--- src/rtl/aes_stream_pkg.sv ---
// aes_stream_pkg: shared widths and block type for the AES stream path.
package aes_stream_pkg;
    localparam int AES_BLOCK_WIDTH = 128;
    localparam int AXIS_WORD_WIDTH = 32;
    typedef logic [AES_BLOCK_WIDTH-1:0] aes_block_t;
endpackage

--- src/rtl/block_out_reg.sv ---
// block_out_reg: output block register with valid/ready handshake.
module block_out_reg #(
    parameter int W = 128
) (
    input  logic         clk,
    input  logic         rst_n,
    input  logic         load_i,
    input  logic [W-1:0] data_i,
    input  logic         last_i,
    input  logic         partial_i,
    input  logic         tready_i,
    output logic [W-1:0] data_o,
    output logic         tvalid_o,
    output logic         last_o,
    output logic         partial_o,
    output logic         empty_o,
    output logic         drain_o
);
    logic [W-1:0] data_q;
    logic         valid_q, valid_d, last_q, partial_q;

    always_comb begin
        drain_o = valid_q && tready_i;
        empty_o = !valid_q;
        valid_d = load_i || (valid_q && !tready_i);
    end

    always_ff @(posedge clk or negedge rst_n) begin
        if (!rst_n) begin
            data_q    <= '0;
            valid_q   <= 1'b0;
            last_q    <= 1'b0;
            partial_q <= 1'b0;
        end else begin
            valid_q <= valid_d;
            if (load_i) begin
                data_q    <= data_i;
                last_q    <= last_i;
                partial_q <= partial_i;
            end
        end
    end

    assign data_o    = data_q;
    assign tvalid_o  = valid_q;
    assign last_o    = last_q;
    assign partial_o = partial_q;
endmodule

--- src/rtl/axis_block_packer.sv ---
// axis_block_packer: packs 32-bit AXI-Stream beats big-endian into 128-bit blocks,
// zero-padding short packets; one completed block can wait behind the output register.
module axis_block_packer
    import aes_stream_pkg::*;
#(
    parameter int IN_WIDTH  = AXIS_WORD_WIDTH,
    parameter int OUT_WIDTH = AES_BLOCK_WIDTH
) (
    input  logic                 clk,
    input  logic                 reset_n,
    input  logic [IN_WIDTH-1:0]  s_axis_tdata,
    input  logic                 s_axis_tvalid,
    output logic                 s_axis_tready,
    input  logic                 s_axis_tlast,
    output logic [OUT_WIDTH-1:0] write_data,
    output logic                 write_tvalid,
    input  logic                 write_tready,
    output logic                 write_last,
    output logic                 write_partial
);
    localparam int WORDS = OUT_WIDTH / IN_WIDTH;
    localparam int CW    = WORDS > 1 ? $clog2(WORDS) : 1;

    logic [OUT_WIDTH-1:0] asm_data_q, asm_data_d, merged, ld_data;
    logic [CW-1:0]        cnt_q, cnt_d;
    logic                 asm_full_q, asm_full_d, asm_last_q, asm_last_d, asm_partial_q, asm_partial_d;
    logic                 accept, last_word, complete, can_load, load, ld_last, ld_partial;
    logic                 out_empty, out_drain;

    always_comb begin
        accept        = s_axis_tvalid && !asm_full_q;
        last_word     = cnt_q == CW'(WORDS - 1);
        complete      = accept && (last_word || s_axis_tlast);
        // Words past cnt are still zero, so OR-ing in the new beat also zero-pads.
        merged        = (cnt_q == '0 ? '0 : asm_data_q)
                      | (OUT_WIDTH'(s_axis_tdata) << (IN_WIDTH * (WORDS - 1 - int'(cnt_q))));
        can_load      = out_empty || out_drain;
        load          = asm_full_q ? out_drain : (complete && can_load);
        ld_data       = asm_full_q ? asm_data_q : merged;
        ld_last       = asm_full_q ? asm_last_q : s_axis_tlast;
        ld_partial    = asm_full_q ? asm_partial_q : (s_axis_tlast && !last_word);
        asm_full_d    = asm_full_q ? !out_drain : (complete && !can_load);
        asm_data_d    = accept ? merged : asm_data_q;
        asm_last_d    = complete ? s_axis_tlast : asm_last_q;
        asm_partial_d = complete ? (s_axis_tlast && !last_word) : asm_partial_q;
        cnt_d         = complete ? '0 : (accept ? cnt_q + CW'(1) : cnt_q);
    end

    always_ff @(posedge clk or negedge reset_n) begin
        if (!reset_n) begin
            asm_data_q    <= '0;
            cnt_q         <= '0;
            asm_full_q    <= 1'b0;
            asm_last_q    <= 1'b0;
            asm_partial_q <= 1'b0;
        end else begin
            asm_data_q    <= asm_data_d;
            cnt_q         <= cnt_d;
            asm_full_q    <= asm_full_d;
            asm_last_q    <= asm_last_d;
            asm_partial_q <= asm_partial_d;
        end
    end

    assign s_axis_tready = !asm_full_q;

    block_out_reg #(.W(OUT_WIDTH)) u_out (
        .clk       (clk),
        .rst_n     (reset_n),
        .load_i    (load),
        .data_i    (ld_data),
        .last_i    (ld_last),
        .partial_i (ld_partial),
        .tready_i  (write_tready),
        .data_o    (write_data),
        .tvalid_o  (write_tvalid),
        .last_o    (write_last),
        .partial_o (write_partial),
        .empty_o   (out_empty),
        .drain_o   (out_drain)
    );
endmodule

--- config.mk ---
export PLATFORM = sky130hd
export DESIGN_NAME = axis_block_packer
export DESIGN_NICKNAME = d
export VERILOG_FILES = /design/src/rtl/aes_stream_pkg.sv /design/src/rtl/block_out_reg.sv /design/src/rtl/axis_block_packer.sv
export SDC_FILE = /design/constraint.sdc
export NUM_CORES = 1
export LEC_CHECK = 0
export CAP_MARGIN = 25
export CELL_PAD_IN_SITES_DETAIL_PLACEMENT = 1
export CELL_PAD_IN_SITES_GLOBAL_PLACEMENT = 2
export CORE_ASPECT_RATIO = 1.2
export CORE_MARGIN = 1.5
export CORE_UTILIZATION = 34
export DETAILED_ROUTE_END_ITERATION = 10
export PLACE_DENSITY = 0.76
export SKIP_CTS_REPAIR_TIMING = 1
export SLEW_MARGIN = 20
export SYNTH_ARGS = -nofsm -noshare
export SYNTH_HDL_FRONTEND = slang
export SYNTH_SLANG_ARGS = --single-unit
export TNS_END_PERCENT = 10
--- constraint.sdc ---
create_clock -name clk -period 1.98 [get_ports clk]
set_input_delay 0.297 -clock clk [delete_from_list [all_inputs] [get_ports clk]]
set_output_delay 0.297 -clock clk [all_outputs]
set_load 0.05 [all_outputs]
==> flow_summary.yaml <==
outcome:
  status: "finished, violations left"
  violations: "setup timing"
synth:
  ys_top_cells_by_area: "dfrtp_1, a22o_1, mux2_2"
  synth_nets: 829
  ys_top_cells_by_count: "dfrtp_1, a22o_1, mux2_2"
  yosys_register_bits: 264
  synth_edf_count: 0
  yosys_most_used_dff: "dfrtp_1"
  synth_top_area_share_pct: 59.7
  synthMostInstantiatedCell: "dfrtp_1"
  synthDistinctLibCells: 25
  avgSynthCellArea_sq_um: 14.0
  synth_area_sq_mm: 0.0111
  seq_area_frac_synth_pct: 59.7
  ys_async_sr_fraction_pct: 100
  synth_warnings: 0
  syn_inst: 790
  synth_area_leader_cell: "dfrtp_1"
finish:
  num_antenna_cells: 0
  nFillCells: 3144
  num-nets-final: 994
  area_delta_synth_final_pct: 37.1
  register_area_sq_mm: 0.00661
  multi_input_area_sq_mm: 0.00420
  drive_gt1_share_pct: 27.7
  fin_area_sq_mm: 0.0152
routing:
  wl_um: 33000
  drc: 0
  drtPass1Iterations: 4
  dr.first_iter.drc_count: 393
  routed_via_density: 5.53
  via_count: 7630
  ant_nets: 0
  wire_per_inst_um: 23.9
setup_path:
  cp.arrival_ns: 2.43
  worstSetupEndpointType: "flop"
  path_cells: "buf_6 > buf_6 > inv_4 > ha_4 > nand2b_4 > buf_12 > a22o_4 > mux2_2"
  crit_required_ns: 2.40
  cpPeakStageDelay_ns: 0.42
  critPathSlowestCell: "dfrtp_1"
  crit_type: "reg -> reg"
  start_kind: "flop"
  cp_max_fo: 38
  cpMostUsedCell: "buf_6"
timing:
  fin_crit_sh_pct: 101
  setup_viol: 9
  grt_setup_unrepaired: "yes"
  hold_viol_final: 0
  max_slew_margin_pct: 63.1
  period_minus_slack_ns: 2.01
  setup_ws_ns: -0.0260
  max_freq_mhz: 498
  drv_slew: 0
  clock_skew_ns: 0.00726
  worst_pin_slew_ns: 0.553
clock_network:
  root_buffer: "clkbuf_16"
  clockBufferDepth: 3
  clk_pin_slew_worst_paths_ns: 0.06
  cts_buffers: 28
  htree_levels: 1
  clk_latency_ns: 0.53
  cts_tree: "done"
  cts_sinks: 264
global_route:
  grt-ovfl-total: 0
  grt_antenna_before_repair: 0
  track_usage_pct: 18.3
  grt_max_degree: 63
  grt_pass1_wl_um: 48700
  grt_pass1_vias: 8106
floorplan:
  dieArea_sq_mm: 0.0336
  core-area_sq_mm: 0.0322
  rows: 72
  start_util_pct: 34.4
  die_w_um: 168
  ios: 169
  chipHeight_um: 201
placed_design:
  io_buffers: 168
  dp_hpwl_um: 19400
  gp_congestion: 0.734
  dpl_cell_area_sq_mm: 0.0134
  pre_cts_slack_ns: -0.179
power_and_ir_drop:
  ir_drop_uv: 855
  p_leak_nw: 8.66
  powerDensity_mw_per_mm2: 2070
min_path:
  hold_class: "in -> async"
job:
  maxCapViolations: 0
==> worst max-delay path: cells and delay by family, from the launching register on <==
family	cells	cell delay (ns)
compound gates	1	0.27
fa+ha+maj	1	0.17
buf+inv	4	0.57
flops	1	0.42
mux	1	0.26
simple gates	1	0.19
==> power by group <==
| group | internal, mW | switching, mW |
|---|---|---|
| clock | 2.98 | 2.16 |
| combinational | 7.56 | 9.41 |
| sequential | 7.78 | 1.45 |
==> logic make-up after synthesis <==
logic type | Yosys count | share of synthesized area [%]
buffers and inverters | 105 | 4.51
DFF | 264 | 59.7
AOI/OAI and AO/OA | 267 | 21.0
and+or+nand+nor | 20 | 1.10
muxes | 132 | 13.4
adders and majority gates | 2 | 0.226
==> through the flow <==
step	setup TNS (ns)	hold slack, ns	util [%]	total power, mW	instances
finish	-0.0727	0.242	47.2	31.4	1380
global route	-4.67	0.268	47.2	32.8	1380
CTS	-17.56	-0.341	44.5	29.9	1362
detailed placement	-18.06	0.229	41.7	24.7	1314
global placement	-16.46	0.227	41.7	24.3	1313
floorplan	0	0.00141	-	19.3	790
==> layer usage <==
metal	track usage, %	vias to the layer above	wire length (um)
met3	2.29	42	1190
met1	24.4	4099	14400
met5	0	-	0
li1	-	3316	-
met4	4.79	0	623
met2	31.5	173	16800
==> registers in the layout, indices dropped and copies added, names as in the netlist <==
signal and cells:
asm_data_q 128, asm_full_q 1, asm_last_q 1, asm_partial_q 1
cnt_q 2, u_out.data_o 128, u_out.last_o 1, u_out.partial_o 1
u_out.tvalid_o 1
==> cells in the final DEF, fill, tap and decap left out, types with 10 or more instances in the layout <==
cell type	synthesis	layout
clkbuf_16	0	38
clkdlybuf4s50_1	0	35
mux2_2	127	101
dfrtp_1	264	263
buf_6	10	10
buf_12	0	18
mux2_4	0	30
buf_4	1	36
dlymetal6s2s_1	0	121
a22o_1	259	258
==> final cells by class <==
| cell class | count | area share [%] |
|---|---|---|
| multi-input combinational | 422 | 27.7 |
| clock inverter | 8 | 0.487 |
| timing repair buffer | 235 | 19.4 |
| inverter | 4 | 0.132 |
| clock buffer | 40 | 5.39 |
| sequential | 264 | 43.6 |
| tap | 407 | 3.36 |
==> path summary, 6_finish.rpt <==
kind | from | slack [ns] | end | cells after the start
min in group clk | s_axis_tvalid | 0.45 | u_out.tvalid_o$_DFF_PN0_ | 3
min | reset_n | 0.24 | u_out.data_o[2]$_DFFE_PN0P_ | 2
max | cnt_q[1]$_DFFE_PN0P_ | -0.03 | u_out.data_o[87]$_DFFE_PN0P_ | 8
max in group asynchronous | reset_n | 1.01 | asm_data_q[97]$_DFFE_PN0P_ | 3
max reg2reg | cnt_q[1]$_DFFE_PN0P_ | -0.03 | u_out.data_o[87]$_DFFE_PN0P_ | 8
min reg2reg | u_out.data_o[106]$_DFFE_PN0P_ | 0.48 | u_out.data_o[106]$_DFFE_PN0P_ | 1
Note: power is estimated with default switching activity, not from simulation.
